File: src/rtl/if_fetch_unit.sv
// Instruction-fetch stage: owns the PC, talks to the icache, and queues {pc, inst} pairs toward ID.
// Optional IF_PERF_CNT_EN macro adds fetched-instruction and icache-wait-cycle counters.
module if_fetch_unit #(
    parameter logic [31:0] RESET_PC   = 32'h8000_0000,
    parameter int unsigned FIFO_DEPTH = 2
) (
    input  logic        clk,
    input  logic        rst_n,
    output logic [31:0] ic_pc_o,
    output logic        ic_fetch_en_o,
    input  logic [31:0] ic_inst_i,
    input  logic        ic_ready_i,
    input  logic        redirect_i,
    input  logic [31:0] redirect_pc_i,
    output logic        id_valid_o,
    output logic [31:0] id_inst_o,
    output logic [31:0] id_pc_o,
    input  logic        id_ready_i
`ifdef IF_PERF_CNT_EN
    ,
    output logic [31:0] perf_fetched_o,
    output logic [31:0] perf_icwait_o
`endif
);

    localparam int unsigned PTR_W = (FIFO_DEPTH > 1) ? $clog2(FIFO_DEPTH) : 1;
    localparam int unsigned CNT_W = PTR_W + 1;

    typedef enum logic [0:0] {
        ST_RUN        = 1'b0,
        ST_REDIR_WAIT = 1'b1
    } state_e;

    typedef struct packed {
        logic [31:0] pc;
        logic [31:0] inst;
    } fetch_entry_t;

    state_e             state_q, state_d;
    logic [31:0]        pc_q, pc_d;
    logic               fetch_en_q, fetch_en_d;
    logic [31:0]        redirect_pc_q, redirect_pc_d;
    logic [PTR_W-1:0]   rd_ptr_q, rd_ptr_d;
    logic [PTR_W-1:0]   wr_ptr_q, wr_ptr_d;
    logic [CNT_W-1:0]   count_q, count_d;
    fetch_entry_t       fifo_q [FIFO_DEPTH];
    fetch_entry_t       fifo_d [FIFO_DEPTH];
`ifdef IF_PERF_CNT_EN
    logic [31:0]        perf_fetched_q, perf_fetched_d;
    logic [31:0]        perf_icwait_q, perf_icwait_d;
`endif

    logic               fifo_full;
    logic               push;
    logic               pop;
    logic [31:0]        redirect_tgt;
    fetch_entry_t       head;

    // Full test uses the registered count only, so id_ready_i never reaches the PC path.
    assign fifo_full    = (count_q == CNT_W'(FIFO_DEPTH));
    assign pop          = (count_q != '0) && id_ready_i;
    assign redirect_tgt = redirect_pc_i & ~32'h0000_0003;

    // Next-state: the PC only moves on a cycle where the icache returns data.
    always_comb begin
        state_d       = state_q;
        pc_d          = pc_q;
        fetch_en_d    = 1'b1;
        redirect_pc_d = redirect_pc_q;
        push          = 1'b0;

        unique case (state_q)
            ST_RUN: begin
                if (redirect_i) begin
                    if (ic_ready_i) begin
                        pc_d = redirect_tgt;
                    end else begin
                        redirect_pc_d = redirect_tgt;
                        state_d       = ST_REDIR_WAIT;
                    end
                end else if (ic_ready_i && !fifo_full) begin
                    push = 1'b1;
                    pc_d = pc_q + 32'd4;
                end
            end
            ST_REDIR_WAIT: begin
                if (redirect_i) begin
                    redirect_pc_d = redirect_tgt;
                    if (ic_ready_i) begin
                        pc_d    = redirect_tgt;
                        state_d = ST_RUN;
                    end
                end else if (ic_ready_i) begin
                    pc_d    = redirect_pc_q;
                    state_d = ST_RUN;
                end
            end
            default: state_d = ST_RUN;
        endcase
    end

    // FIFO bookkeeping; any redirect empties the queue regardless of push/pop.
    always_comb begin
        rd_ptr_d = rd_ptr_q;
        wr_ptr_d = wr_ptr_q;
        count_d  = count_q;
        for (int i = 0; i < FIFO_DEPTH; i++) begin
            fifo_d[i] = fifo_q[i];
        end

        if (redirect_i) begin
            rd_ptr_d = '0;
            wr_ptr_d = '0;
            count_d  = '0;
        end else begin
            if (push) begin
                fifo_d[wr_ptr_q].pc   = pc_q;
                fifo_d[wr_ptr_q].inst = ic_inst_i;
                wr_ptr_d              = wr_ptr_q + PTR_W'(1);
            end
            if (pop) begin
                rd_ptr_d = rd_ptr_q + PTR_W'(1);
            end
            unique case ({push, pop})
                2'b10:   count_d = count_q + CNT_W'(1);
                2'b01:   count_d = count_q - CNT_W'(1);
                default: count_d = count_q;
            endcase
        end
    end

`ifdef IF_PERF_CNT_EN
    always_comb begin
        perf_fetched_d = perf_fetched_q + 32'(push);
        perf_icwait_d  = perf_icwait_q + 32'(fetch_en_q && !ic_ready_i);
    end
`endif

    always_ff @(posedge clk) begin
        if (!rst_n) begin
            state_q       <= ST_RUN;
            pc_q          <= RESET_PC;
            fetch_en_q    <= 1'b0;
            redirect_pc_q <= '0;
            rd_ptr_q      <= '0;
            wr_ptr_q      <= '0;
            count_q       <= '0;
            for (int i = 0; i < FIFO_DEPTH; i++) begin
                fifo_q[i] <= '0;
            end
`ifdef IF_PERF_CNT_EN
            perf_fetched_q <= '0;
            perf_icwait_q  <= '0;
`endif
        end else begin
            state_q       <= state_d;
            pc_q          <= pc_d;
            fetch_en_q    <= fetch_en_d;
            redirect_pc_q <= redirect_pc_d;
            rd_ptr_q      <= rd_ptr_d;
            wr_ptr_q      <= wr_ptr_d;
            count_q       <= count_d;
            for (int i = 0; i < FIFO_DEPTH; i++) begin
                fifo_q[i] <= fifo_d[i];
            end
`ifdef IF_PERF_CNT_EN
            perf_fetched_q <= perf_fetched_d;
            perf_icwait_q  <= perf_icwait_d;
`endif
        end
    end

    // Outputs come straight from flops; head fields read as zero while empty.
    assign head          = fifo_q[rd_ptr_q];
    assign ic_pc_o       = pc_q;
    assign ic_fetch_en_o = fetch_en_q;
    assign id_valid_o    = (count_q != '0);
    assign id_pc_o       = id_valid_o ? head.pc   : 32'd0;
    assign id_inst_o     = id_valid_o ? head.inst : 32'd0;
`ifdef IF_PERF_CNT_EN
    assign perf_fetched_o = perf_fetched_q;
    assign perf_icwait_o  = perf_icwait_q;
`endif

endmodule
File: config.mk
export PLATFORM = sky130hd
export DESIGN_NAME = if_fetch_unit
export DESIGN_NICKNAME = d
export VERILOG_FILES = /design/src/rtl/if_fetch_unit.sv
export SDC_FILE = /design/constraint.sdc
export NUM_CORES = 1
export LEC_CHECK = 0
export CAP_MARGIN = 30
export CORE_ASPECT_RATIO = 1.75
export CORE_UTILIZATION = 65
export CTS_BUF_LIST = sky130_fd_sc_hd__clkbuf_16
export DETAILED_ROUTE_END_ITERATION = 10
export DONT_BUFFER_PORTS = 1
export PLACE_DENSITY = 0.81
export SETUP_SLACK_MARGIN = 0.02
export SLEW_MARGIN = 20
export SYNTH_ARGS = -nofsm -noshare
export SYNTH_HDL_FRONTEND = slang
export SYNTH_SLANG_ARGS = --single-unit
File: constraint.sdc
create_clock -name clk -period 4.24 [get_ports clk]
set_clock_uncertainty 0.05 [all_clocks]
set_input_delay 0 -clock clk [delete_from_list [all_inputs] [get_ports clk]]
set_output_delay 0 -clock clk [all_outputs]
set_load 0.1 [all_outputs]
==> run metrics <==
status finished clean; crit start category input pin; Die Area approximately 0.015 mm^2; htree depth 4; Worst Hold End ic_pc_o[17]; Lkg Pwr 4.17 nW; pin count of the biggest net entering global routing a little under 90; asr flop ratio synth 0; FF-to-FF setup slack roughly 1300 ps; CP max FO 35; setup TNS 0 ps; DRC violations left 0; Buf+Inv Stages, Crit Path 2; antenna violations before repair 1; number of global-route vias before repair 10.2k; critical path, cell by cell dlygate4sd3_1 -> nor2_2 -> nand3_1 -> nor2_4 -> buf_4 -> nand2_1 -> a21oi_1; initial core utilization 0.670; Reg power frac 0.472; largest delay contributor family on the critical path simple AND/OR/NAND/NOR gates; Vias about 10k; worst r2r src state_q; total setup buffers inserted after CTS 0; Vias/cell 6.65; Final Hold Viols 0; cell area power density around 340 mW/mm^2; Reg clk slew, reported paths roughly 70 ps; Clk pwr share 0.368; core region area ~0.014 mm^2; Top FF cell, synth dfxtp_1; Ys Warns 0; DR iter-0 viols 1084; Sw Share 0.308; worst setup path class input pin to register; synth unique cells 65; First-pass DRT Iterations 6; Worst setup EP type register; antenna viol nets, final 0; Total Nets Final 1395; buffer levels on the longest clock path 2; post-route setup slack approximately 1300 ps; Num Clock Sinks 197; Clock Latency Late Sink ~430 ps; GRT Util Overall 0.454; hold path start ic_ready_i; Arrival @ worst endpoint about 3200 ps; post-synthesis sequential area ratio 0.423; Die Width a little over 90 um; pre-CTS setup slack between 1500 and 2000 ps; post-synthesis net count around 1.3k; min-delay worst type input pin to register; RSZ-0062 raised after global routing no; synthesis-to-finish area growth 30.7%; Hold Path Depth 4; combinational power share 0.160; Final period util 0.687; TritonCTS clock tree done; critical path's largest stage delay between 800 and 900 ps; final WL between 30 and 40 mm; Antenna Cells 0; Internal Power ~0.0029 W; Routability Congestion between 0.9 and 1; CP Data Required Time 4500 ps; FF-to-FF End ic_pc_o[18]; clock root cell clkbuf_16; syn avg cell area roughly 7.6 um^2; Final Max Tran Viols 0; Post-Route Utilization 0.876; post-route minimum period approximately 3000 ps; Worst path slowest cell dlygate4sd3_1; Synth Cell Area roughly 0.0093 mm^2; gr ovfl total 0; CTS Buf Count 17; worst reg-to-reg path cell count 6; Post-DP HPWL 18.5 mm; Max VDD drop about 0.33 mV; share of layout cells above drive strength 1 0.179; maxcap violations 0; row cnt 57; Slew HR 0.341; Worst-Margin Slew slightly below 1000 ps; Mapped Cells ~1.2k; first-pass GRT wire length 52.8 mm; Synth Register Bits 197; I/O Buffers 0; total chip power 0.00414 W; Post-synth EDFFs 0; Avg WL per Cell between 20 and 25 um; num ports 167; Fmax around 0.34 GHz; Die Y around 160 um; final setup violating endpoints 0; NetSw 0.00128 W
tightest hold or removal path, cell delays in order:
cell,delay (ps)
mux2_2,130
a21oi_1,80
a21oi_1,120
o21a_1,120
metal layers:
| metal | GRT usage | routed length (um) |
|---|---|---|
| met5 | 0 | 10 |
| met4 | 0.327 | 2580 |
| met3 | 0.137 | 3380 |
| met2 | 0.763 | 16900 |
| met1 | 0.474 | 11100 |
worst max-delay path by stage:
stage               startpoint       endpoint  slack (ps)  cells after the start
global placement       state_q     count_q[1]        1640                      6
CTS                    state_q    ic_pc_o[18]        1460                      6
finish              redirect_i  fifo_q[0][31]        1330                      7
floorplan           ic_pc_o[2]    ic_pc_o[22]        1430                      6
detailed placement     state_q  fifo_q[0][36]        1600                      7
global route           state_q    ic_pc_o[18]        1250                      6
layout by cell type, fill, tap and decap left out, drive strengths merged, types with 4 or more instances in the layout:
cell,instances
nor2,92
o21ai,39
o22ai,6
inv,12
clkbuf,17
o31ai,4
clkinvlp,4
clkinv,5
and4,5
mux2,8
dfxtp,197
nor3,12
mux2i,89
nand2,347
nand3b,4
and3,10
a21oi,183
buf,118
nand4,9
dlygate4sd3,70
a31oi,9
nand3,28
nor4,9
and2,5
o21a,7
flip-flops by register name, summed over array words and instances, names as in the netlist, named ones only:
signal / flops
count_q: 2
fifo_q: 128
ic_fetch_en_o: 1
ic_pc_o: 32
rd_ptr_q: 1
redirect_pc_q: 30
state_q: 1
wr_ptr_q: 1
what timing repair did:
action                                 4_1_cts  5_1_grt
resized for setup                            0        0
endpoints found under the hold margin      132        0
hold buffers                                71        0
power groups by stage:
stage               clock network (W)  logic [W]  registers [W]
global placement                    0   0.000515        0.00199
CTS                           0.00152   0.000630        0.00195
global route                  0.00161   0.000690        0.00196
finish                        0.00152   0.000662        0.00196
detailed placement                  0   0.000551        0.00199
floorplan                           0   0.000299        0.00212
cells in the mapped netlist (8+ instances only):
| library cell | instances | share of area |
|---|---|---|
| nand2_1 | 347 | 0.14 |
| a31oi_1 | 9 | 0.0060 |
| nand3_1 | 27 | 0.015 |
| nor3_1 | 10 | 0.0054 |
| buf_2 | 28 | 0.015 |
| clkbuf_1 | 60 | 0.024 |
| nor2_1 | 89 | 0.036 |
| mux2_2 | 8 | 0.0097 |
| a21oi_1 | 183 | 0.098 |
| dfxtp_1 | 197 | 0.42 |
| nand4_1 | 8 | 0.0054 |
| o21ai_0 | 39 | 0.021 |
| mux2i_1 | 89 | 0.096 |
| nor4_1 | 8 | 0.0054 |
stage by stage:
| step | cells | area (um^2) | hold WS (ps) |
|---|---|---|---|
| after global placement | 1339 | 9600 | -20.8 |
| after floorplan | 1221 | 9320 | -22.3 |
| after detailed placement | 1410 | 10900 | -20.4 |
| after global routing | 1513 | 12200 | 7.89 |
| after CTS | 1512 | 12200 | 6.03 |
| final | 1513 | 12200 | 13.5 |
cell type report:
| cell class | instances | area, um^2 |
|---|---|---|
| flip-flops and latches | 197 | 3950 |
| multi-input cells | 913 | 5050 |
| inverters | 7 | 28.8 |
| clock buffers | 17 | 425 |
| fillers | 670 | 1730 |
| well taps | 177 | 221 |
| repair buffers | 188 | 2390 |
| clock inverters | 14 | 121 |
cells by family after synthesis:
kind of cell / after synthesis / synth area share
AND/OR/NAND/NOR: 531 / 0.243
AO/OA/AOI/OAI: 279 / 0.168
flip-flops: 197 / 0.423
buffers and inverters: 111 / 0.0547
multiplexers: 97 / 0.105
XOR/XNOR: 4 / 0.00376
adder cells (fa/ha/maj): 2 / 0.00269
Power figures use the tool's default switching activity.
